### config.mk
export PLATFORM = sky130hd
export DESIGN_NAME = mod_counter
export DESIGN_NICKNAME = d
export VERILOG_FILES = /design/src/rtl/counter_pkg.sv /design/src/rtl/dff_bank.sv /design/src/rtl/mod_counter.sv
export SDC_FILE = /design/constraint.sdc
export NUM_CORES = 1
export LEC_CHECK = 0
export ABC_AREA = 1
export CORE_AREA = 2 2 39 41
export CTS_BUF_LIST = sky130_fd_sc_hd__clkbuf_16
export DETAILED_ROUTE_END_ITERATION = 10
export DIE_AREA = 0 0 41 43
export PLACE_DENSITY = 0.66
export SYNTH_ARGS = -nofsm -noshare
export SYNTH_HDL_FRONTEND = slang
export SYNTH_SLANG_ARGS = --single-unit
export TNS_END_PERCENT = 10
### constraint.sdc
create_clock -name clk -period 1.8 [get_ports clk]
set_input_delay 0.54 -clock clk [delete_from_list [all_inputs] [get_ports clk]]
set_output_delay 0.54 -clock clk [all_outputs]
set_load 0.05 [all_outputs]
### src/rtl/counter_pkg.sv
// counter_pkg: shared counter mode constants and the modulo next-count step function.
package counter_pkg;
    localparam bit MODE_WRAP = 1'b0;
    localparam bit MODE_SAT  = 1'b1;
    localparam int CW = 32;

    // One extra bit of headroom lets a modulus of 2^width wrap without truncation.
    function automatic logic [CW:0] next_count(
        input logic [CW:0] count,
        input logic        up,
        input logic [CW:0] modulus,
        input logic        mode
    );
        logic [CW:0] top;
        top = modulus - (CW+1)'(1);
        if (up)
            return (count == top) ? ((mode == MODE_SAT) ? count : '0) : count + (CW+1)'(1);
        return (count == '0) ? ((mode == MODE_SAT) ? count : top) : count - (CW+1)'(1);
    endfunction
endpackage

### src/rtl/dff_bank.sv
// dff_bank: W-bit register with load enable and asynchronous active-low reset to RESET_VAL.
module dff_bank #(
    parameter int W         = 1,
    parameter int RESET_VAL = 0
) (
    input  logic         i_clk,
    input  logic         i_rstn,
    input  logic         i_en,
    input  logic [W-1:0] i_d,
    output logic [W-1:0] o_q
);
    always_ff @(posedge i_clk or negedge i_rstn) begin
        if (!i_rstn)
            o_q <= W'(RESET_VAL);
        else if (i_en)
            o_q <= i_d;
    end
endmodule

### src/rtl/mod_counter.sv
// mod_counter: modulo-N up/down counter with clear, clamped load, wrap/saturate and sticky overflow.
module mod_counter import counter_pkg::*; #(
    parameter int WIDTH     = 4,
    parameter int MODULUS   = 16,
    parameter int RESET_VAL = 0,
    parameter int SATURATE  = 0
) (
    input  logic             clk,
    input  logic             rstn,
    input  logic             en,
    input  logic             up,
    input  logic             clr,
    input  logic             load,
    input  logic [WIDTH-1:0] din,
    input  logic             ovf_clr,
    output logic [WIDTH-1:0] count,
    output logic             tc,
    output logic             ovf
);
    localparam logic [WIDTH-1:0] TOP = WIDTH'(MODULUS - 1);

    logic [WIDTH-1:0] w_step;
    logic [WIDTH-1:0] w_clamp;
    logic [WIDTH-1:0] w_d;
    logic             w_bnd;
    logic             w_cnt_en;
    logic             w_ovf_en;

    always_comb begin
        w_step   = WIDTH'(next_count((CW+1)'(count), up, (CW+1)'(MODULUS),
                                     (SATURATE != 0) ? MODE_SAT : MODE_WRAP));
        w_clamp  = ({1'b0, din} < (WIDTH+1)'(MODULUS)) ? din : TOP;
        w_d      = clr ? '0 : load ? w_clamp : w_step;
        w_cnt_en = clr | load | en;
        tc       = en & ((up & (count == TOP)) | (!up & (count == '0)));
        w_bnd    = tc & !clr & !load;
        // A boundary event in the same cycle as ovf_clr leaves the flag set.
        w_ovf_en = w_bnd | ovf_clr;
    end

    dff_bank #(.W(WIDTH), .RESET_VAL(RESET_VAL)) u_count (
        .i_clk (clk),
        .i_rstn(rstn),
        .i_en  (w_cnt_en),
        .i_d   (w_d),
        .o_q   (count)
    );

    dff_bank #(.W(1), .RESET_VAL(0)) u_ovf (
        .i_clk (clk),
        .i_rstn(rstn),
        .i_en  (w_ovf_en),
        .i_d   (w_bnd),
        .o_q   (ovf)
    );
endmodule

# Word-level counts from Yosys, hierarchy flattened

Cells that the tools add are included.
W data, S select, Z words.

Logic and storage cells: 25
Output and inout bits: 6
Input port bits: 11
Flip-flop bits (word level): 5

Reduce and logical (&&, ||, !) cells: 4
Add/sub/neg operators: 2
Bitwise gates (word level): 9
Equal/unequal tests: 1
Multiplexer cells: 7

Operator list:

| operator              | count |
|---|---|
| $mux W4               | 6 |
| $and A1 B1 Y1         | 5 |
| $add A4 B1 Y4 const B | 1 |
| $eq A4 B4 Y1 const B  | 1 |
| $logic_not A4 Y1      | 1 |
| $or A1 B1 Y1          | 4 |
| $sub A4 B1 Y4 const B | 1 |
| $logic_not A1 Y1      | 3 |
| $mux W1               | 1 |

# Longest topological paths before layout

Gate-level depths: netlist of the first run.

Depth in word-level cells: 7
Mapped depth: 10
Depth with buffers taken out: 10

# Modules after synthesis

Synthesis of the first run repeated with hierarchy kept, for this count alone.

Cell total of the unflattened synthesis: 77
Area total of the unflattened synthesis: 466.7 µm²

Modules (own cells, without submodules):

| module             | seq. area each (µm²) | area an instance (µm²) | cells each | instances |
|---|---|---|---|---|
| mod_counter        | 0.0                  | 277.8                  | 55         | 1 |
| dff_bank (u_count) | 100.1                | 148.9                  | 17         | 1 |
| dff_bank (u_ovf)   | 25.0                 | 40.0                   | 5          | 1 |

# Worst setup path before layout of the first run

Ideal clock, no wire load.

Path kind: register to output
Start point: reg u_count.o_q[0]
End point: out tc
Data required time: 1.260 ns
Path buffers: 0
Slack: -0.424 ns
Cell stages (with the launch flop): 7
Data arrival time: 1.684 ns
Path through: dfrtp_1 inv_1 ha_1 inv_1 nor2_4 nand3_2 a21oi_2

Longest elaborated chain between the ends: 4
Elaborated cells on any way between the ends: 6
Those cells by class: 1 x eq/ne; 4 x bitwise; 1 x reduce/logical

Ends and longest elaborated chain:

| element                                          | line              | RTL |
|---|---|---|
| start: declaration                               | dff_bank.sv:10    | `output logic [W-1:0] o_q` |
| start signal: assignment                         | dff_bank.sv:14    | `o_q <= W'(RESET_VAL);` |
| start signal: assignment                         | dff_bank.sv:16    | `o_q <= i_d;` |
| $eq A4 B4 Y1 or $logic_not A4 Y1 (tied branches) | mod_counter.sv:35 | `tc = en & ((up & (count == TOP)) \| (!up & (count == '0)));` |
| $and A1 B1 Y1                                    | mod_counter.sv:35 |  |
| $or A1 B1 Y1 (*)                                 | mod_counter.sv:35 |  |
| $and A1 B1 Y1 (*)                                | mod_counter.sv:35 |  |
| end: declaration                                 | mod_counter.sv:17 | `output logic tc,` |

Mark *: on every way between the ends. The rest lies on a longest branch, timed or not.

# Worst setup path in the final report of the first run

Start point: reg u_count.o_q[1]
End point: out tc

The elaborated chain is that of the path after synthesis.

==> impl_metrics.tcl, run 1 <==
set metrics [dict create \
    power_frac_seq 0.182 \
    grt_overflow_total 0 \
    grt_setup_unrepaired "yes" \
    insertion_delay_ps 220 \
    drt_wl_total_um 1140 \
    start_util 0.325 \
    finalMaxSlewViolations 0 \
    drc 0 \
    ys_ff_latch 5 \
    post-dp-hpwl_um 965 \
    worstPathArrival_ps 1390 \
    via_per_inst 4.63 \
    grtUsageMet3 0.0628 \
    clockBufferDepth 2 \
    multi_input_area_um2 297 \
    numCtsBuffers 3 \
    endpoint_kind "output pin" \
    ant_nets 0 \
    yosys_warnings 0 \
    dieArea_mm2 0.00176 \
    fp.dieH_um 43 \
    hold_path_class "in2async" \
    fin_crit_sh 1.07 \
    worst_slack_ps -125 \
    cts_hold_buf 0 \
    required_ps 1260 \
    tightest_slew_ps 257 \
    p_sw_frac 0.278 \
    crit_type "reg2out" \
    power_density_mw_per_mm2 842 \
    cts_tree "built" \
    fp.dieW_um 41 \
    violations "setup timing" \
    grt_use_met2 0.275 \
    cts_sinks 5 \
    fin_skew_ps 0.122 \
    reg2regPathDepth 9 \
    synthTopCellsByArea "dfrtp_1 28%, nand2_1 13%, nor2_4 7.5%" \
    drt_pass1_iterations 4 \
    top_usage_layer "met2" \
    slew_headroom 0.827 \
    totalPowerFinal_mw 0.747 \
    rows 14 \
    clkPwrFrac 0.473 \
    yosysSeqAreaShare 0.278 \
    syn_area_um2 450 \
    r2r-end "u_ovf.o_q$_DFFE_PN0P_" \
    nets 109 \
    status "finished, violations left" \
    cp-start-kind "register" \
    area_growth_pct 96.9 \
    grt_use_total 0.171 \
    nFillCells 114 \
    cap_violations 0 \
    hold_violations 0 \
    p_sw_mw 0.207 \
    vias 514 \
    layout_commonest_cell "nand2_1" \
    ios 17 \
    drive_above_1_share 0.442 \
    first_global_vias 506 \
    syn_nets 75 \
    synth.distinct_cells 19 \
    clk_pin_slew_ps 30 \
    wire_per_inst_um 10.2 \
    antenna_cells 0 \
    io_buffers 16 \
    max_freq_mhz 519 \
    power.leakage_nw 0.414 \
    netlist_instances 62 \
    grt_max_degree 9 \
    gp_congestion 0.824 \
    syn_area_per_cell_um2 7.27 \
    fp.coreArea_mm2 0.00138 \
    r2r-start "u_count.o_q[1]$_DFFE_PN0P_" \
    yosys.area.top_type "dfrtp_1" \
    internal_power_mw 0.539 \
    drtIter0Drc 4 \
    regArea_um2 129 \
    peakVddDrop_mv 1.27 \
    layout_min_cycle_time_ps 1930 \
    h-tree-depth 1 \
    rrSetupSlack_ps 470 \
    place_ws_ps -414 \
    antenna_found_initial 0 \
    grt_use_met1 0.196 \
    grt_pass1_wl_um 1990 \
    combPwrFrac 0.345 \
    cts-root-buf "clkbuf_16" \
    netlist.area_leader.share 0.278 \
    layout_common_cells "16 x nand2_1, 14 x buf_4, 9 x clkdlybuf4s50_1" \
    setup_viol 1 \
    crit_path_max_fanout 3 \
]
-- per-stage QoR --
step,TNS [ps],instance area (µm²),utilization,hold WS (ps),std cells
after floorplan,-102,474,-,244,62
after global placement,-465,786,0.568,555,104
final,-125,887,0.641,536,111
after global routing,-208,887,0.641,557,111
after detailed placement,-574,786,0.568,559,104
after CTS,-138,887,0.641,540,111
-- cells by family (layout without fill, tap and decap cells) --
logic type | count (synthesis) | in the layout | share of synthesized area
buffers and inverters | 11 | 44 | 0.108
AND/OR/NAND/NOR | 32 | 32 | 0.392
flip-flops | 5 | 5 | 0.278
AO/OA/AOI/OAI | 12 | 12 | 0.167
adder cells (fa/ha/maj) | 2 | 2 | 0.0555
-- layer usage --
metal	vias to the layer above	routed length [µm]
met5	-	0
met2	11	604
met1	233	488
met4	0	8
met3	2	34
li1	268	-
-- layout make-up --
| cell class | count | area share |
|---|---|---|
| Clock inverter | 1 | 0.00423 |
| Multi-Input combinational cell | 46 | 0.334 |
| Tap cell | 16 | 0.0226 |
| Timing Repair Buffer | 30 | 0.367 |
| Sequential cell | 5 | 0.145 |
| Clock buffer | 3 | 0.0846 |
| Inverter | 10 | 0.0423 |
-- worst max path at each step --
stage	from	end	depth (start not counted)
2_1_floorplan	u_count.o_q[1]$_DFFE_PN0P_	tc	3
3_3_place_gp	up	tc	4
3_5_place_dp	up	tc	4
4_1_cts	u_count.o_q[1]$_DFFE_PN0P_	tc	7
5_1_grt	u_count.o_q[0]$_DFFE_PN0P_	tc	7
6_report	u_count.o_q[1]$_DFFE_PN0P_	tc	7
-- cells in the mapped netlist --
cell type,n
nor2_4,3
buf_6,1
o211ai_1,1
a21oi_2,1
nand3_1,6
dfrtp_1,5
nand2_1,16
ha_1,2
nor2_1,1
nand4_1,2
a21oi_1,2
inv_2,3
inv_1,7
or2_2,1
o21ai_1,1
o21ai_2,1
o21a_1,2
nand3_2,3
o21ai_0,4
-- critical path, cell delays in order, from the launching register on --
cell	delay, ps
dfrtp_2	410
inv_2	80
ha_4	130
inv_2	40
nor2_4	90
nand3_2	100
a21oi_4	170
buf_12	150
-- power by group through the flow --
stage	Combinational (mW)	Clock [mW]	Sequential, mW
after floorplan	0.0947	0	0.174
after global placement	0.251	0	0.137
after detailed placement	0.252	0	0.137
after CTS	0.259	0.357	0.136
after global routing	0.279	0.377	0.137
final	0.258	0.353	0.136
-- sequential cells by signal (all words and copies together) (netlist names) --
signal,flops
u_ovf.o_q,1
u_count.o_q,4
-- what timing repair did --
action                                  CTS  global route
hold endpoints to repair                  0             0
endpoints found under the setup margin    1             1
buffers inserted                          3             0
cloned                                    0             0
pin swaps                                 2             0
gates resized for setup                   2             0
Power figures use the tool's default switching activity.
==> run 2: changes to the inputs <==
--- a/config.mk
+++ b/config.mk
@@ -10,6 +10,7 @@
 export CTS_BUF_LIST = sky130_fd_sc_hd__clkbuf_16
 export DETAILED_ROUTE_END_ITERATION = 10
 export DIE_AREA = 0 0 41 43
+export GPL_ROUTABILITY_DRIVEN = 0
 export PLACE_DENSITY = 0.66
 export SYNTH_ARGS = -nofsm -noshare
 export SYNTH_HDL_FRONTEND = slang
==> results of run 2 <==
No change in the layout: final DEF, timing and power equal those of run 1.
==> run 3: changes to the inputs <==
--- a/config.mk
+++ b/config.mk
@@ -6,12 +6,13 @@
 export NUM_CORES = 1
 export LEC_CHECK = 0
 export ABC_AREA = 1
+export CAP_MARGIN = 20
 export CORE_AREA = 2 2 39 41
 export CTS_BUF_LIST = sky130_fd_sc_hd__clkbuf_16
 export DETAILED_ROUTE_END_ITERATION = 10
 export DIE_AREA = 0 0 41 43
 export GPL_ROUTABILITY_DRIVEN = 0
-export PLACE_DENSITY = 0.66
+export PLACE_DENSITY = 0.61
 export SYNTH_ARGS = -nofsm -noshare
 export SYNTH_HDL_FRONTEND = slang
 export SYNTH_SLANG_ARGS = --single-unit
==> run 3 against run 2 <==
Effect of this change: the flow still finishes with violations (setup timing); register-to-register slack lost 120 ps; core utilization shrank 0.45 points; largest power group unchanged; maximum frequency shrank 2.1%; sequential share of layout area grew 0.10 points; worst hold slack lost 32 ps; via count grew 1.9%; non-clock buffer count grew 1.
==> impl_metrics.tcl, run 3 (synthesis results as in run 1) <==
set metrics [dict create \
    status "finished, violations left" \
    violations "setup timing" \
    fin_area_um2 881 \
    grt_use_total 0.181 \
    largest_reg_flops 4 \
    endpoint_kind "output pin" \
    cpMostUsedCell "inv_2" \
    drt_pass1_iterations 4 \
    cp_slowest_cell "dfrtp_2" \
    drc 0 \
    fin_skew_ps 4.91 \
    grt_overflow_total 0 \
    layout_min_cycle_time_ps 1970 \
    totalPowerFinal_mw 0.755 \
    antenna_found_initial 0 \
    start_util 0.325 \
    peakVddDrop_mv 0.938 \
    final_cells 112 \
    finalMaxSlewViolations 0 \
    placed_cells 105 \
    layout_common_cells "16 x nand2_1, 16 x buf_4, 9 x clkdlybuf4s50_1, 6 x inv_2, 6 x nand3_1" \
    drt_wl_total_um 1180 \
    grt_use_met1 0.193 \
    tightest_slew_ps 253 \
    cap_violations 0 \
    fp.dieH_um 43 \
    power_density_mw_per_mm2 858 \
    area_growth_pct 95.6 \
    post-dp-hpwl_um 889 \
    numCtsBuffers 3 \
    cts_sinks 5 \
    place_ws_ps -405 \
    insertion_delay_ps 230 \
    io_buffers 16 \
    ant_nets 0 \
    grt_use_met2 0.300 \
    required_ps 1260 \
    via_per_inst 4.68 \
    worst_slack_ps -166 \
    grtUsageMet3 0.0628 \
    post-route-util 0.637 \
    top_usage_layer "met2" \
    first_global_vias 524 \
    cts-root-buf "clkbuf_16" \
    fp.coreArea_mm2 0.00138 \
    largest_register "u_count.o_q" \
    drtIter0Drc 6 \
    max_stage_delay_ps 420 \
    slew_headroom 0.830 \
    clk_pin_slew_ps 40 \
    antenna_cells 0 \
    dieArea_mm2 0.00176 \
    setup_viol 1 \
    hold_path_class "reg2reg" \
    nets 110 \
    wire_per_inst_um 10.5 \
    grt_pass1_wl_um 2080 \
    place_area_um2 781 \
    clockBufferDepth 2 \
    grt_max_degree 9 \
    worstPathArrival_ps 1430 \
    max_freq_mhz 509 \
    hold_violations 0 \
    fin_crit_sh 1.09 \
    path_cells "inv_2 -> ha_4 -> inv_2 -> nor2_4 -> nand3_2 -> a21oi_4 -> buf_12" \
    vias 524 \
    fp.dieW_um 41 \
    crit_type "reg2out" \
    cts_tree "built" \
    h-tree-depth 1 \
    cp-start-kind "register" \
    ios 17 \
    rows 14 \
    power.leakage_nw 0.418 \
    top_regs "u_count.o_q (4), u_ovf.o_q (1)" \
    drive_above_1_share 0.448 \
    crit_path_max_fanout 4 \
    grt_setup_unrepaired "yes" \
]
run 3: critical path: cells and delay by family (launching register included):
kind,cells,cell delay [ps]
DFF,1,420
buffers and inverters,3,280
and+or+nand+nor,2,180
AOI/OAI and AO/OA,1,180
adders and majority gates,1,130
run 3: worst paths after layout:
kind,start,to,slack (ps),cells past startpoint
worst max-delay path,u_count.o_q[1]$_DFFE_PN0P_,tc,-170,7
worst min-delay path,u_ovf.o_q$_DFFE_PN0P_,u_ovf.o_q$_DFFE_PN0P_,500,2
worst max register to register,u_count.o_q[1]$_DFFE_PN0P_,u_ovf.o_q$_DFFE_PN0P_,350,10
worst min register to register,u_ovf.o_q$_DFFE_PN0P_,u_ovf.o_q$_DFFE_PN0P_,500,2
max in group asynchronous,rstn,u_count.o_q[2]$_DFFE_PN0P_,1060,1
min in group asynchronous,rstn,u_count.o_q[0]$_DFFE_PN0P_,530,1
run 3: report_power, final:
group          leakage (nW)  internal, mW  switching [mW]
combinational         0.315         0.127           0.128
clock                0.0423         0.288          0.0750
sequential           0.0610         0.125          0.0127
total                 0.418         0.539           0.216
run 3: area by class of cell:
type                       instances  area, µm²
clock buffer                       3       75.1
clock inverter                     1       3.75
fill                             121        503
sequential                         5        129
timing repair buffer              31        319
tap                               16       20.0
multi-input combinational         46        297
inverter                          10       37.5
run 3: stage by stage:
stage               hold WS (ps)  TNS [ps]
global route                 539      -252
global placement             499      -412
floorplan                    244      -102
CTS                          511      -172
finish                       503      -166
detailed placement           501      -521
run 3: metal layers:
layer / routed length, µm / share of wire
met5: 0 / 0
met3: 57 / 0.048
met1: 476 / 0.40
met2: 647 / 0.55
met4: 0 / 0
run 3: timing repair:
| item | CTS | global route |
|---|---|---|
| hold buffers | 0 | 0 |
| buffers inserted | 3 | 0 |
| gates resized for setup | 1 | 0 |
| endpoints found under the setup margin | 1 | 1 |
| pin swaps | 2 | 0 |
